<file path="src/rtl/led_seq_ctrl.sv">
`default_nettype none
// led_seq_ctrl: button-stepped LED display, either idle, a rotating dot, or the sum of two 4-bit operands.
// Optional build macro: LED_SEQ_PINGPONG_EN makes the rotating dot bounce between the end positions.
module led_seq_ctrl #(
  parameter int TICK_DIV = 6000000,
  parameter int DEB_CYC  = 120000
) (
  input  logic       clk,
  input  logic       rst_n,
  input  logic       btn,
  input  logic [3:0] op_a,
  input  logic [3:0] op_b,
  output logic [4:0] led,
  output logic [1:0] mode
);
  localparam logic [24:0] c_TICK_LAST = 25'(TICK_DIV - 1);
  localparam logic [19:0] c_DEB_LAST  = 20'(DEB_CYC - 1);

  typedef enum logic [1:0] {
    S_IDLE   = 2'd0,
    S_ROTATE = 2'd1,
    S_SUM    = 2'd2
  } state_t;

  logic        r_btn_s1, r_btn_s2, r_vld_s1, r_vld_s2;
  logic [3:0]  r_a_s1, r_a_s2, r_b_s1, r_b_s2;
  logic        r_deb, r_armed, r_press;
  logic [19:0] r_deb_cnt;
  state_t      r_state;
  logic [24:0] r_pre;
  logic [1:0]  r_pos;
  logic [3:0]  r_cap_a, r_cap_b;
`ifdef LED_SEQ_PINGPONG_EN
  logic        r_dir;
`endif
  logic        w_tick;
  state_t      w_next;

  always_ff @(posedge clk or negedge rst_n) begin
    if (!rst_n) begin
      r_btn_s1 <= 1'b0;
      r_btn_s2 <= 1'b0;
      r_vld_s1 <= 1'b0;
      r_vld_s2 <= 1'b0;
      r_a_s1   <= '0;
      r_a_s2   <= '0;
      r_b_s1   <= '0;
      r_b_s2   <= '0;
    end else begin
      r_btn_s1 <= btn;
      r_btn_s2 <= r_btn_s1;
      r_vld_s1 <= 1'b1;
      r_vld_s2 <= r_vld_s1;
      r_a_s1   <= op_a;
      r_a_s2   <= r_a_s1;
      r_b_s1   <= op_b;
      r_b_s2   <= r_b_s1;
    end
  end

  // Presses are only honoured once the synchronized button has been seen low after reset.
  always_ff @(posedge clk or negedge rst_n) begin
    if (!rst_n) begin
      r_deb     <= 1'b0;
      r_deb_cnt <= '0;
      r_armed   <= 1'b0;
      r_press   <= 1'b0;
    end else begin
      r_press <= 1'b0;
      r_armed <= r_armed | (r_vld_s2 & ~r_btn_s2);
      if (r_btn_s2 == r_deb) begin
        r_deb_cnt <= '0;
      end else if (r_deb_cnt == c_DEB_LAST) begin
        r_deb     <= r_btn_s2;
        r_deb_cnt <= '0;
        r_press   <= r_btn_s2 & r_armed;
      end else begin
        r_deb_cnt <= r_deb_cnt + 20'd1;
      end
    end
  end

  assign w_tick = (r_pre == c_TICK_LAST);

  always_comb begin
    w_next = S_ROTATE;
    case (r_state)
      S_IDLE:   w_next = S_ROTATE;
      S_ROTATE: w_next = S_SUM;
      S_SUM:    w_next = S_IDLE;
      default:  w_next = S_ROTATE;
    endcase
  end

  always_ff @(posedge clk or negedge rst_n) begin
    if (!rst_n) begin
      r_state <= S_IDLE;
      r_pre   <= '0;
      r_pos   <= '0;
      r_cap_a <= '0;
      r_cap_b <= '0;
`ifdef LED_SEQ_PINGPONG_EN
      r_dir   <= 1'b0;
`endif
      led     <= '0;
      mode    <= '0;
    end else begin
      if (r_press) begin
        // A press outranks a coincident tick.
        r_state <= w_next;
        r_pre   <= '0;
        r_pos   <= '0;
`ifdef LED_SEQ_PINGPONG_EN
        r_dir   <= 1'b0;
`endif
        if (w_next == S_SUM) begin
          r_cap_a <= r_a_s2;
          r_cap_b <= r_b_s2;
        end
      end else begin
        r_pre <= w_tick ? '0 : r_pre + 25'd1;
        if (w_tick) begin
          case (r_state)
            S_ROTATE: begin
`ifdef LED_SEQ_PINGPONG_EN
              if (!r_dir) begin
                if (r_pos == 2'd3) begin
                  r_pos <= 2'd2;
                  r_dir <= 1'b1;
                end else begin
                  r_pos <= r_pos + 2'd1;
                end
              end else begin
                if (r_pos == 2'd0) begin
                  r_pos <= 2'd1;
                  r_dir <= 1'b0;
                end else begin
                  r_pos <= r_pos - 2'd1;
                end
              end
`else
              r_pos <= r_pos + 2'd1;
`endif
            end
            S_SUM: begin
              r_cap_a <= r_a_s2;
              r_cap_b <= r_b_s2;
            end
            default: ;
          endcase
        end
      end

      case (r_state)
        S_ROTATE: begin
          led  <= {1'b0, 4'b0001 << r_pos};
          mode <= S_ROTATE;
        end
        S_SUM: begin
          led  <= {1'b0, r_cap_a} + {1'b0, r_cap_b};
          mode <= S_SUM;
        end
        default: begin
          led  <= '0;
          mode <= S_IDLE;
        end
      endcase
    end
  end

endmodule
`default_nettype wire
</file>
<file path="config.mk">
export PLATFORM = sky130hd
export DESIGN_NAME = led_seq_ctrl
export DESIGN_NICKNAME = d
export VERILOG_FILES = /design/src/rtl/led_seq_ctrl.sv
export SDC_FILE = /design/constraint.sdc
export NUM_CORES = 1
export LEC_CHECK = 0
export BUFFER_PORTS_ARGS = -buffer_cell sky130_fd_sc_hd__buf_4
export CAP_MARGIN = 25
export CORE_ASPECT_RATIO = 1.5
export CORE_MARGIN = 2
export CORE_UTILIZATION = 55
export CTS_BUF_LIST = sky130_fd_sc_hd__clkbuf_8
export DETAILED_ROUTE_END_ITERATION = 8
export GPL_ROUTABILITY_DRIVEN = 0
export PLACE_DENSITY = 0.78
export SYNTH_ARGS = -nofsm -noshare
export SYNTH_HDL_FRONTEND = slang
export SYNTH_SLANG_ARGS = --single-unit
</file>
<file path="constraint.sdc">
create_clock -name clk -period 2 [get_ports clk]
set_input_delay 0.2 -clock clk [delete_from_list [all_inputs] [get_ports clk]]
set_output_delay 0.2 -clock clk [all_outputs]
set_load 0.01 [all_outputs]
</file>
After elaboration in Yosys (flattened, before gate mapping):

Cells that the tools add are included.

* $add $sub $neg: 4
* equality and inequality tests: 7
* shift-type cells: 1
* muxes and demuxes: 20
* bitwise operators: 5
* reductions and logical operators: 6

Operator list (count)
* $mux W25: 2
* $mux W20: 2
* $mux W4: 8
* $add A25 B1 Y25 const B: 1
* $eq A25 B23 Y1 const B: 1
* $add A20 B1 Y20 const B: 1
* $eq A20 B17 Y1 const B: 1
* $pmux W5 S2: 1
* $pmux W2 S2: 2
* $mux W2: 3
* $reduce_bool A2 Y1: 3
* $add A4 B4 Y5: 1
* $eq A2 B2 Y1 const B: 2
* $reduce_and A2 Y1: 2
* $shl A1 B2 Y4 const A: 1
* $reduce_and A3 Y1: 1
* $add A2 B1 Y2 const B: 1
* $and A1 B1 Y1: 2
* $eq A2 B1 Y1 const B: 1
* $mux W1: 2
* $ne A2 B1 Y1 const B: 1
* $not A1 Y1: 2
* $eq A1 B1 Y1: 1
* $or A1 B1 Y1: 1

* register bits: 87
* output and inout port bits: 7
* logic and storage cells: 62

Depth between registers and ports, before layout:

Gate-level depths: netlist (run 1).

* depth in word-level cells: 5
* gate-level depth with buffers: 7

Worst setup path after synthesis (run 1):

OpenSTA, ideal clock, no wires.

* kind: register -> register
* start point: register r_pre[13]
* end point: register r_cap_a[0]
* data arrival time: 1864 ps
* required time: 1873 ps
* path slack: 9 ps
* cell stages (with the launch flop): 6
* buffers on the path: 1
* period minus slack after synthesis: 1991 ps
* cells stage by stage: dfrtp_1 > or4b_1 > nor4_4 > a31o_1 > buf_4 > mux2_1

* longest elaborated chain between the ends: 3

Ends and longest elaborated chain
* start: declaration: RTL line 30 `logic [24:0] r_pre;`
* start signal: assignment: RTL line 121 `r_pre <= w_tick ? '0 : r_pre + 25'd1;`
* $eq A25 B23 Y1: RTL line 83 `assign w_tick = (r_pre == c_TICK_LAST);`
* $reduce_bool A2 Y1 (no line)
* $reduce_and A3 Y1 (no line)
* end signal: assignment: RTL line 117 `r_cap_a <= r_a_s2;`
* end signal: assignment: RTL line 146 `r_cap_a <= r_a_s2;`
* end: declaration: RTL line 32 `logic [3:0] r_cap_a, r_cap_b;`

No other way between the ends.
A chain may end at the register's enable or synchronous reset.

Worst setup path in the final report (run 1):

* start point: register r_pre[18]
* end point: register r_pos[0]

* longest elaborated chain between the ends: 3

Ends and longest elaborated chain
* $eq A25 B23 Y1: RTL line 83
* $reduce_bool A2 Y1 (no line)
* $reduce_and A2 Y1 (no line)
* end signal: assignment: RTL line 142 `r_pos <= r_pos + 2'd1;`
* end: declaration: RTL line 31 `logic [1:0] r_pos;`

No other way between the ends.

==> results of run 1 <==
## how the worst min path moves through the flow
stage          startpoint        end  slack, ns  cells after the start
4_1_cts         r_a_s1[2]  r_a_s2[2]       0.36                      0
3_3_place_gp        rst_n  r_pre[19]       0.21                      1
2_1_floorplan       rst_n     led[0]       -0.1                      0
5_1_grt         r_b_s1[1]  r_b_s2[1]       0.37                      0
6_report            rst_n  r_pre[21]       0.36                      2
3_5_place_dp        rst_n  r_pre[23]       0.22                      1
## through the flow
stage / cell area (um^2) / total power [mW] / hold slack [ns]
after CTS: 4609 / 3.183 / 0.3618
final: 4616 / 3.163 / 0.3603
after global routing: 4616 / 3.275 / 0.3711
after detailed placement: 4287 / 1.904 / 0.2169
after floorplan: 3902 / 1.841 / -0.09559
after global placement: 4287 / 1.899 / 0.2148
## cells in the mapped netlist, types with 4 or more instances
cell,number,area [um^2]
sky130_fd_sc_hd__clkbuf_1,6,22.52
sky130_fd_sc_hd__and3_1,6,37.54
sky130_fd_sc_hd__xor2_1,11,96.34
sky130_fd_sc_hd__buf_2,4,20.02
sky130_fd_sc_hd__or3_1,8,50.05
sky130_fd_sc_hd__nand4_1,11,68.82
sky130_fd_sc_hd__nand3_1,14,70.07
sky130_fd_sc_hd__o31ai_1,10,75.07
sky130_fd_sc_hd__o21ai_0,12,60.06
sky130_fd_sc_hd__mux2_1,8,90.09
sky130_fd_sc_hd__inv_1,16,60.06
sky130_fd_sc_hd__xnor2_1,17,148.9
sky130_fd_sc_hd__nor4_1,7,43.79
sky130_fd_sc_hd__or4_1,11,82.58
sky130_fd_sc_hd__a21oi_1,18,90.09
sky130_fd_sc_hd__nor2_1,33,123.9
sky130_fd_sc_hd__dfrtp_1,87,2177
sky130_fd_sc_hd__ha_1,13,162.7
sky130_fd_sc_hd__nand2_1,18,67.56
## cell families (layout without fill, tap and decap cells)
family / count (synthesis) / after routing / synth area share, %
and+or+nand+nor: 134 / 134 / 19.59
DFF: 87 / 87 / 55.79
AOI/OAI and AO/OA: 51 / 51 / 7.887
xor gates and xnor gates: 28 / 28 / 6.284
buffers and inverters: 28 / 85 / 3.110
adders and majority gates: 14 / 14 / 4.681
muxes: 9 / 9 / 2.565
other: 1 / 1 / 0.09609
## registers in the layout, indices dropped and copies added (netlist names), 4 cells and up
signal	count
r_b_s1	4
r_deb_cnt	20
r_a_s1	4
r_cap_a	4
r_a_s2	4
led	5
r_pre	25
r_cap_b	4
r_b_s2	4
## worst max-delay path, stage by stage (launching register included)
cell and delay, ns:
sky130_fd_sc_hd__dfrtp_1 0.39, sky130_fd_sc_hd__or4b_4 0.55, sky130_fd_sc_hd__or4_1 0.54, sky130_fd_sc_hd__o21ai_0 0.23, sky130_fd_sc_hd__a21oi_1 0.11
## timing repair
item / in CTS / in global routing
gates resized for setup: 2 / 1
endpoints found under the setup margin: 7 / 10
hold buffers: 10 / 0
pin swaps: 1 / 3
hold endpoints to repair: 50 / 0
## layer usage
metal / up-vias / share of wire [%]
met5: - / 0
met4: 0 / 1.6
met1: 1400 / 41
li1: 1341 / -
met2: 37 / 55
met3: 9 / 2.0
## final cells by class
| type | instances | area, um^2 | area share [%] |
|---|---|---|---|
| clock buffer | 9 | 123.9 | 2.684 |
| clock inverter | 7 | 90.09 | 1.952 |
| sequential | 87 | 2177 | 47.17 |
| tap | 78 | 97.59 | 2.114 |
| multi-input combinational | 237 | 1619 | 35.08 |
| inverter | 16 | 60.06 | 1.301 |
| timing repair buffer | 53 | 447.9 | 9.705 |
## power by group
group,switching (mW),internal [mW],leakage [nW]
sequential,0.0119,1.78,1.15
combinational,0.0532,0.0359,0.806
clock,0.675,0.604,0.101
==> results.md, run 1 <==
- Measured along the y axis, the die boundary spans 107.2 um.
- The number of buffers created by CTS is 9.
- The analysis attributes to cell leakage a power of 2.054 nW.
- Setup violations remaining at the end of the flow were counted as 0.
- Cells with a size suffix above 1 make up 16.87% of the layout.
- The core area is 6852 um^2.
- In the synthesized netlist, the number of instances is 352.
- The number of filler instances in the final layout is 515.
- The capturing element type of the critical path is a flip-flop.
- The netlist area before placement is 3902 um^2.
- For flop-to-flop paths, the worst setup slack is 0.07 ns.
- The placed wire-length estimate is 5050 um.
- The top-level port count is 18.
- The portion of the clock cycle consumed by the worst path in the final layout is 96.72%.
- The number of nets in the layout is 429.
- Wires add up to 7335 um.
- For this design, the sink count on the clock tree is 87.
- The overall routing resource usage is 21.06%.
- For this run, the number of Yosys warnings is 0.
- The final number of max-transition violations is 0.
- The worst path required time is 2.24 ns.
- The finished layout holds 487 standard cells, fillers aside.
- Counting flops and latches in the post-synthesis netlist gives 87.
- A synthesized cell averages 11.09 um^2.
- For the worst flop-to-flop path, the logic depth is 4.
- The die covers 7799 um^2.
- The final-report hold violation count is 0.
- For the pin with the worst max-slew slack, the measured transition is 0.5579 ns.
- The most critical setup path has its endpoint at r_pos[0].
- The clock insertion delay at the later pin of the skew report is 0.36 ns.
- The max-capacitance violation count is 0.
- The critical path startpoint category is a flip-flop.
- After synthesis, the netlist uses 46 different library cells.
- Entering global routing, the biggest net connects 45 pins.
- Once detail routing completed, the nets flagged for antenna violations numbered 0.
- The cell sitting at the root of the clock tree is a sky130_fd_sc_hd__clkbuf_8.
- The largest fanout on the critical path is 2.
- The most used routing layer is met2.
- The CTS tree is built.
- The effective utilization at floorplan is 56.96%.
- The H-tree depth reported by CTS is 3.
- The number of global-route vias before repair is 2,844.
- For met1 alone, demand over resource in global routing was 25.27%.
- The beginning of the worst register-to-register path is r_pre[18].
- Headroom to the max-slew limit came out at 62.81%.
- The wire length of the first global-routing pass is 12,610 um.
- The final core utilization is 67.37%.
- The width of the die is 72.78 um.
- For the worst setup path, the data arrival time is 2.18 ns.
- The final route contains 2,787 vias.
- Global routing consumed, on the met3 layer, 4.323% of the routing resources.
- The setup skew after layout is 0.009427 ns.
- The top cell types in the final layout, fill and taps aside, are 87 x sky130_fd_sc_hd__dfrtp_1, 41 x sky130_fd_sc_hd__buf_4, 33 x sky130_fd_sc_hd__nor2_1.
- The share of flip-flops with an asynchronous set or reset is 100.0%.
- The reg-to-reg critical path endpoint is r_pos[0].
- The detailed router finished its first iteration with 215 violations.
- The most common flop cell mapped by yosys is sky130_fd_sc_hd__dfrtp_1.
- The count of flip-flops with a built-in enable after synthesis is 0.
- The post-layout worst setup margin is 0.06564 ns.
- The overall overflow remaining after global route is 0.
- The setup slack after placement is -0.01812 ns.
- The length of the first detailed-routing pass in iterations is 5.
- In the global route stage, met2 resource usage came out at 36.75%.
- Clock-pin slew was measured on the worst setup and hold paths at 0.10 ns.
- The post-CTS repair timing setup buffer count is 0.
- The critical path class is reg -> reg.
- Tracing the worst setup path back leads to its startpoint at r_pre[18].
- Counting every net in the synthesized netlist gives 377.
- The count of buffers added on input and output ports is 17.
- After floorplanning, the core was divided into 37 placement rows.
- In this run the worst hold path is classified as in -> async.
- Leaving out fill and tap cells, the most frequent cell in the layout is sky130_fd_sc_hd__dfrtp_1.
- 0 antenna diodes ended up in the layout.
- Based on the critical path, the design can be clocked at up to 517.0 MHz.
- The total negative setup slack is 0 ns.
- Counting tap cells, the placed design contains a total of 461 instances.
- For this design the ratio of total power to cell area is 685.2 nW/um^2.
- The initial antenna violation count is 0.
- Setup repair after global routing could not meet its margin everywhere.
- The maximum number of buffers from clock root to sink is 2.
- Sequential cells were found to cover 55.79% of the synthesized design area.
- Using the TritonRoute via totals, the vias-per-cell ratio works out to 5.723.
- The average detailed-routed wire length per instance is 15.06 um.
- The highest ir drop seen on vdd is 0.5727 mV.
- For this run, design rule violations remaining after detail routing come to 0.
- The flow ran to the end, and the final reports show no timing, DRC or antenna violations.
- Relative to the synthesized area, the layout overhead comes to 18.28%.
- The clock period minus worst slack is 1.934 ns.
(Power assumes the default switching activity.)
==> run 2, diff against run 1 <==
--- a/config.mk
+++ b/config.mk
@@ -7,13 +7,16 @@
 export LEC_CHECK = 0
 export BUFFER_PORTS_ARGS = -buffer_cell sky130_fd_sc_hd__buf_4
 export CAP_MARGIN = 25
+export CELL_PAD_IN_SITES_DETAIL_PLACEMENT = 1
+export CELL_PAD_IN_SITES_GLOBAL_PLACEMENT = 2
 export CORE_ASPECT_RATIO = 1.5
 export CORE_MARGIN = 2
-export CORE_UTILIZATION = 55
+export CORE_UTILIZATION = 39
 export CTS_BUF_LIST = sky130_fd_sc_hd__clkbuf_8
+export CTS_CLUSTER_SIZE = 16
 export DETAILED_ROUTE_END_ITERATION = 8
 export GPL_ROUTABILITY_DRIVEN = 0
-export PLACE_DENSITY = 0.78
+export PLACE_DENSITY = 0.81
 export SYNTH_ARGS = -nofsm -noshare
 export SYNTH_HDL_FRONTEND = slang
 export SYNTH_SLANG_ARGS = --single-unit
==> run 2 against run 1 <==
Clock-buffer cell count is 1 higher. Fmax shrank 2.2%. Sequential share of layout area is 1.3 points lower. Clock skew down 0.0030 ns. Combinational power grew 2.8%.
==> results.md, run 2 (synthesis gave the netlist of run 1 again) <==
- The core area is 9689 um^2 (+41%).
- The number of nets in the layout is 432 (+0.70%).
- The overall overflow remaining after global route is 0 (unchanged).
- The DRC violations left is 0 (unchanged).
- The final core utilization is 48.95% (-18 points).
- The clock period minus worst slack is 1.978 ns (+0.04397 ns).
- The portion of the clock cycle consumed by the worst path in the final layout was 98.92% (+2.2 points).
- The H-tree depth reported by CTS is 3 (unchanged).
- The width of the die is 85.68 um (+18%).
- The wire length of the first global-routing pass is 14,900 um (+18%).
- The number of placed instances, taps included was 499 (+8.2%).
- The library cells used most frequently in the layout, excluding fill and tap cells, are 87 x sky130_fd_sc_hd__dfrtp_1, 42 x sky130_fd_sc_hd__buf_4, 33 x sky130_fd_sc_hd__nor2_1.
- The average detailed-routed wire length per instance came to 16.32 um (+8.3%).
- The switching portion of total power was 22.42% (-0.97 points).
- The starting DRC count in detailed routing came to 82 (-62%).
- The top-level port count is 18 (unchanged).
- The post-layout worst setup margin came to 0.02167 ns (-0.04397 ns).
- The final number of max-transition violations is 0 (unchanged).
- The setup slack after placement is -0.04582 ns (-0.02770 ns).
- The number of filler instances in the final layout is 1,038 (+100%).
- The post-route worst hold slack is 0.2676 ns (-0.09270 ns).
- The worst endpoint data arrival time is 2.22 ns (+0.04 ns).
- The number of buffers added on ports was 17 (unchanged).
- The leakage power summed over all cells came to 2.077 nW (+1.1%).
- The highest ir drop seen on vdd is 0.6081 mV (+6.2%).
- The share of power burned in registers is 57.0% (+0.3 points).
- The total wire length is 8600 um (+17%).
- The cell row count came to 44 (+19%).
- The net switching power came to 705.4 uW (-4.7%).
- The flip-flop count of the largest register after layout is 25 (unchanged).
- The number of vias in the routed layout is 2,786 (-0.036%).
- The cell area power density is 663.3 nW/um^2 (-3.2%).
- The routed length on met2 is 4853 um (+20%).
- The routed metal-1 wirelength is 3503 um (+16%).
- The number of buffers created by CTS is 9 (unchanged).
- The highest layer touched by signal routing is met4.
- The placed wire-length estimate is 6003 um (+19%).
- The effective utilization at floorplan came to 40.28% (-17 points).
- The largest fanout on the critical path is 8 (+6).
- The antenna diode count is 0 (unchanged).
- The internal cell power is 2.441 mW (+0.75%).
- By startpoint and endpoint, the worst setup path is classified as reg -> reg.
- The number of standard cells in the final layout excluding fillers came to 527 (+8.2%).
- The count of antenna-violating nets left after detailed routing came to 0 (unchanged).
- The flow ran to the end, and the final reports show no timing, DRC or antenna violations.
- The final-report hold violation count is 0 (unchanged).
- The maximum number of buffers from clock root to sink is 2 (unchanged).
- The number of sinks handled by clock tree synthesis was 87 (unchanged).
- The via density per instance is 5.287 (-7.6%).
- The length of the first detailed-routing pass in iterations came to 4 (-1).
- The pin count of the biggest net entering global routing is 41 (-8.9%).
- The library cell used most frequently in the layout, excluding fill and tap cells, is sky130_fd_sc_hd__dfrtp_1.
- The CTS tree is built.
- The fraction of layout cells with a size suffix above 1 is 19.66% (+2.8 points).
- The wire length on met3 is 129 um (-13%).
- The number of global-route vias before repair is 3,100 (+9.0%).
- The max-capacitance violation count was 0 (unchanged).
- The register bank with the most flops is r_pre.
- The min-delay analysis places its worst path in the category in -> async.
- The CTS clock-pin slew for the worst setup and hold paths is 0.09 ns (about the same).
- Setup repair after global routing could not meet its margin everywhere.
- The floorplan die area is 10,840 um^2 (+39%).
- The worst path required time is 2.24 ns (about the same).
- The fraction of power consumed by combinational cells was 2.9% (about the same).
- The height of the die is 126.5 um (+18%).
- In the final layout, the registers with the most flip-flops are r_pre x25, r_deb_cnt x20, led x5.
- The overall routing resource usage is 17.35% (-3.7 points).
- The capturing element type of the critical path is a flip-flop.
- The maximum clock frequency came to 505.5 MHz (-2.2%).
- The initial antenna violation count is 0 (unchanged).
- The setup-violating endpoint count in the final report came to 0 (unchanged).
- The power after layout was 3.146 mW (-0.52%).
- Relative to the synthesized area, the layout overhead comes to 21.55%.
- The multi-input combinational cell area is 1657 um^2 (+2.3%).
- The clock insertion delay at the later pin of the skew report was 0.35 ns (about the same).
- The worst setup path is launched from a flip-flop.
- The sequential cell area came to 2177 um^2 (unchanged).
- In this run the clock root is driven by a sky130_fd_sc_hd__clkbuf_8.
- The proportion of power drawn by the clock network came to 40.1% (-0.3 points).
- The setup skew after layout was 0.006444 ns (-0.002983 ns).
-- run 2: power groups by stage --
stage | clock [mW] | combinational (mW) | sequential, mW
after floorplan | 0 | 0.0155 | 1.83
after global routing | 1.37 | 0.105 | 1.80
after detailed placement | 0 | 0.0801 | 1.83
after global placement | 0 | 0.0764 | 1.83
final | 1.26 | 0.0916 | 1.79
after CTS | 1.31 | 0.0955 | 1.79
-- run 2: final timing paths --
check	start	to	slack [ns]	cells past startpoint
max	r_pre[21]	r_cap_a[0]	0.02	6
min reg2reg	r_b_s1[3]	r_b_s2[3]	0.35	0
min in group clk	r_b_s1[3]	r_b_s2[3]	0.35	0
max reg2reg	r_pre[21]	r_cap_a[0]	0.02	6
min	rst_n	led[1]	0.27	2
max in group asynchronous	rst_n	r_deb_cnt[8]	1.09	3
-- run 2: metrics by stage --
stage	setup TNS (ns)	instance area, um^2
final	0	4743
after global routing	-0.5392	4743
after CTS	-0.1213	4700
after detailed placement	-0.2697	4353
after global placement	-0.03022	4353
after floorplan	0	3902
-- run 2: cell type report --
type | instances | area share [%]
clock buffer | 10 | 2.902
clock inverter | 6 | 1.424
sequential | 87 | 45.90
inverter | 16 | 1.266
tap | 115 | 3.033
timing repair buffer | 56 | 10.55
multi-input combinational | 237 | 34.92
-- run 2: critical path, cell delays in order, from the launching register on --
cell and delay, ns:
sky130_fd_sc_hd__dfrtp_1 0.42, sky130_fd_sc_hd__nor4b_1 0.43, sky130_fd_sc_hd__buf_4 0.18, sky130_fd_sc_hd__and3_1 0.19, sky130_fd_sc_hd__a31o_1 0.20, sky130_fd_sc_hd__buf_12 0.14, sky130_fd_sc_hd__mux2_4 0.30
-- run 2: routing by layer --
| layer | GRT usage [%] | up-vias |
|---|---|---|
| met5 | 0 | - |
| met4 | 5.882 | 0 |
| met3 | 2.537 | 6 |
| met2 | 32.31 | 21 |
| met1 | 19.96 | 1414 |
| li1 | - | 1345 |
-- run 2: what timing repair did --
action                                 CTS  global route
gates resized for setup                  9             4
setup buffers                            1             0
endpoints found under the hold margin   29             0
pin swaps                                3             2
setup endpoints to repair                8            31
cloned                                   0             1
hold buffers                            10             0
==> run 3, diff against run 2 <==
--- a/config.mk
+++ b/config.mk
@@ -11,12 +11,12 @@
 export CELL_PAD_IN_SITES_GLOBAL_PLACEMENT = 2
 export CORE_ASPECT_RATIO = 1.5
 export CORE_MARGIN = 2
-export CORE_UTILIZATION = 39
+export CORE_UTILIZATION = 25
 export CTS_BUF_LIST = sky130_fd_sc_hd__clkbuf_8
 export CTS_CLUSTER_SIZE = 16
 export DETAILED_ROUTE_END_ITERATION = 8
 export GPL_ROUTABILITY_DRIVEN = 0
-export PLACE_DENSITY = 0.81
+export PLACE_DENSITY = 0.57
 export SYNTH_ARGS = -nofsm -noshare
 export SYNTH_HDL_FRONTEND = slang
 export SYNTH_SLANG_ARGS = --single-unit
==> constraint.sdc (replaced) <==
create_clock -name clk -period 2 [get_ports clk]
set_input_delay 0.4 -clock clk [delete_from_list [all_inputs] [get_ports clk]]
set_output_delay 0.4 -clock clk [all_outputs]
set_load 0.01 [all_outputs]
==> run 3 against run 2 <==
Setup slack better by 0.016 ns. Sequential power about the same. Final cell count rose by 14%. Largest power group unchanged. Routed wire length is 0.50% higher. Clock power decreased by 3%. Non-clock buffer count decreased by 8. Critical path depth decreased by 1. First-iteration DRC count decreased by 17%. Utilization decreased by 18 points. Critical path type unchanged. Register-to-register slack improved by 0.02 ns. Die area up 54%.
==> results.md, run 3 (synthesis gave the netlist of run 1 again) <==
- The fraction of layout cells with a size suffix above 1 is 18.07% (-1.6 points).
- The worst register-to-register path begins at r_pre[18].
- The CTS clock-pin slew for the worst setup and hold paths was 0.10 ns (about the same).
- Setup repair after global routing could not meet its margin everywhere.
- The number of buffers added on ports was 17 (unchanged).
- The floorplan die area came to 16,650 um^2 (+54%).
- The portion of the clock cycle consumed by the worst path in the final layout came to 98.13% (-0.78 points).
- The worst setup path is launched from a flip-flop.
- The capturing element type of the critical path is a flip-flop.
- The top-level port count was 18 (unchanged).
- The leakage power summed over all cells is 2.037 nW (-1.9%).
- The initial antenna violation count came to 0 (unchanged).
- The antenna diode count is 0 (unchanged).
- The highest ir drop seen on vdd came to 0.2463 mV (-60%).
- The clock insertion delay at the later pin of the skew report is 0.36 ns (about the same).
- The endpoint identified for the worst register-to-register timing path is r_cap_b[0].
- The cell row count is 55 (+25%).
- The overall overflow remaining after global route was 0 (unchanged).
- The power after layout is 3.095 mW (-1.6%).
- The worst setup path is of the reg -> reg kind.
- The final number of max-transition violations is 0 (unchanged).
- The worst reg-to-reg path cell count is 5 (-1).
- The starting DRC count in detailed routing is 68 (-17%).
- The width of the die is 106.0 um (+24%).
- The number of global-route vias before repair is 3,129 (+0.94%).
- In the layout the commonest cells are 87 x sky130_fd_sc_hd__dfrtp_1, 43 x sky130_fd_sc_hd__buf_4, 33 x sky130_fd_sc_hd__nor2_1.
- The number of nets in the layout came to 424 (-1.9%).
- The length of the first detailed-routing pass in iterations came to 4 (unchanged).
- The register bank with the most flops is r_pre.
- The setup skew after layout is 0.01153 ns (+0.005091 ns).
- The placed wire-length estimate is 6235 um (+3.9%).
- The number of placed instances, taps included was 586 (+17%).
- The cell area power density is 656.9 nW/um^2 (-0.97%).
- The CTS root buffer is sky130_fd_sc_hd__clkbuf_8.
- The final instance area is 4712 um^2 (-0.66%).
- The path category of the worst min-delay check is in -> reg.
- The internal cell power came to 2.303 mW (-5.7%).
- The post-CTS repair timing setup buffer count is 0 (-1).
- The average detailed-routed wire length per instance came to 14.33 um (-12%).
- The total negative setup slack is 0 ns (unchanged).
- The pin count of the biggest net entering global routing came to 41 (unchanged).
- The max-capacitance violation count was 0 (unchanged).
- The wire length of the first global-routing pass is 15,120 um (+1.5%).
- The DRC violations left is 0 (unchanged).
- The number of filler instances in the final layout is 1,688 (+63%).
- The post-layout worst setup margin came to 0.03735 ns (+0.01568 ns).
- The core area is 15,210 um^2 (+57%).
- The beginning of the worst hold path is btn.
- The via density per instance is 4.589 (-13%).
- The count of antenna-violating nets left after detailed routing is 0 (unchanged).
- The flow ran to the end, and the final reports show no timing, DRC or antenna violations.
- The final-report hold violation count is 0 (unchanged).
- The worst path required time was 2.25 ns (about the same).
- The fraction of power consumed by combinational cells is 2.6% (-0.3 points).
- The switching portion of total power was 25.61% (+3.2 points).
- Leaving out fill and tap cells, the most frequent cell in the layout is sky130_fd_sc_hd__dfrtp_1.
- The flip-flop count of the largest register after layout was 25 (unchanged).
- The H-tree depth reported by CTS is 3 (unchanged).
- Relative to the synthesized area, the layout overhead comes to 20.74%.
- The hold-critical path endpoint is r_btn_s1.
- The share of power burned in registers is 57.9% (+0.9 points).
- The maximum clock frequency is 509.5 MHz (+0.80%).
- The number of standard cells in the final layout excluding fillers is 603 (+14%).
- The CTS tree is built.
- The largest fanout on the critical path is 8 (unchanged).
- Counting instances, the worst hold path has a depth of 1.
- The number of vias in the routed layout is 2,767 (-0.68%).
- The net switching power is 792.6 uW (+12%).
- The total wire length is 8643 um (+0.50%).
- The overall routing resource usage is 11.44% (-5.9 points).
- The effective utilization at floorplan is 25.66% (-15 points).
- The maximum number of buffers from clock root to sink is 2 (unchanged).
- The cell area after placement is 4493 um^2 (+3.2%).
- The number of sinks handled by clock tree synthesis is 87 (unchanged).
- The largest registers in the layout are r_pre x25, r_deb_cnt x20, led x5.
- The proportion of power drawn by the clock network is 39.4% (-0.7 points).
- The clock period minus worst slack was 1.963 ns (-0.01568 ns).
- The worst endpoint data arrival time is 2.21 ns (about the same).
- The number of buffers created by CTS came to 9 (unchanged).
- The setup slack after placement is -0.02328 ns (+0.02254 ns).
- The slack of the worst reg-to-reg path came to 0.04 ns (+0.02 ns).
- The height of the die is 157.0 um (+24%).
- The setup-violating endpoint count in the final report is 0 (unchanged).
[run 3: power by group through the flow]
stage	registers, mW	clock network, mW	logic [mW]
floorplan	1.83	0	0.0155
global placement	1.83	0	0.0855
detailed placement	1.83	0	0.0869
CTS	1.79	1.29	0.0881
global route	1.80	1.35	0.0957
finish	1.79	1.22	0.0818
[run 3: final cells by class]
cell class | instances | area (um^2) | area share, %
repair buffers | 48 | 412.9 | 8.763
flip-flops and latches | 87 | 2177 | 46.20
clock inverters | 7 | 72.57 | 1.540
clock buffers | 9 | 123.9 | 2.629
inverters | 16 | 60.06 | 1.275
multi-input cells | 237 | 1617 | 34.31
well taps | 199 | 249.0 | 5.284
[run 3: how the worst max path moves through the flow]
| stage | startpoint | end | slack [ns] | cells after the start |
|---|---|---|---|---|
| final | r_pre[18] | r_cap_b[0] | 0.04 | 5 |
| after global routing | r_pre[18] | r_cap_a[0] | -0.05 | 5 |
| after CTS | r_pre[18] | r_cap_b[0] | 0.01 | 5 |
| after detailed placement | r_pre[18] | r_cap_b[0] | -0.02 | 5 |
| after global placement | r_pre[18] | r_cap_a[3] | 0.002 | 5 |
| after floorplan | r_pre[13] | r_cap_a[0] | 0.009 | 5 |
[run 3: through the flow]
step | utilization [%] | hold WS, ns
floorplan | - | 0.1044
global placement | 29.54 | 0.3313
finish | 30.98 | 0.1347
detailed placement | 29.54 | 0.3356
global route | 30.98 | 0.1069
CTS | 30.93 | 0.1104
[run 3: critical path, stage by stage (launching register included)]
cell and delay (ns):
sky130_fd_sc_hd__dfrtp_1 0.39, sky130_fd_sc_hd__or4b_4 0.55, sky130_fd_sc_hd__nor4_4 0.24, sky130_fd_sc_hd__a31o_1 0.22, sky130_fd_sc_hd__buf_12 0.13, sky130_fd_sc_hd__mux2_1 0.32
[run 3: what timing repair did]
item                       in CTS  in global routing
gates resized for setup         1                  2
setup endpoints to repair       8                 14
gates cloned                    0                  0
hold buffers                    1                  0
hold endpoints to repair       21                  0
pin swaps                       1                  1
[run 3: per-layer routing]
layer / track usage (%) / wire length, um
met5: 0 / 0
met1: 13.09 / 3568
met4: 5.138 / 198
met2: 20.95 / 4737
met3: 1.698 / 138
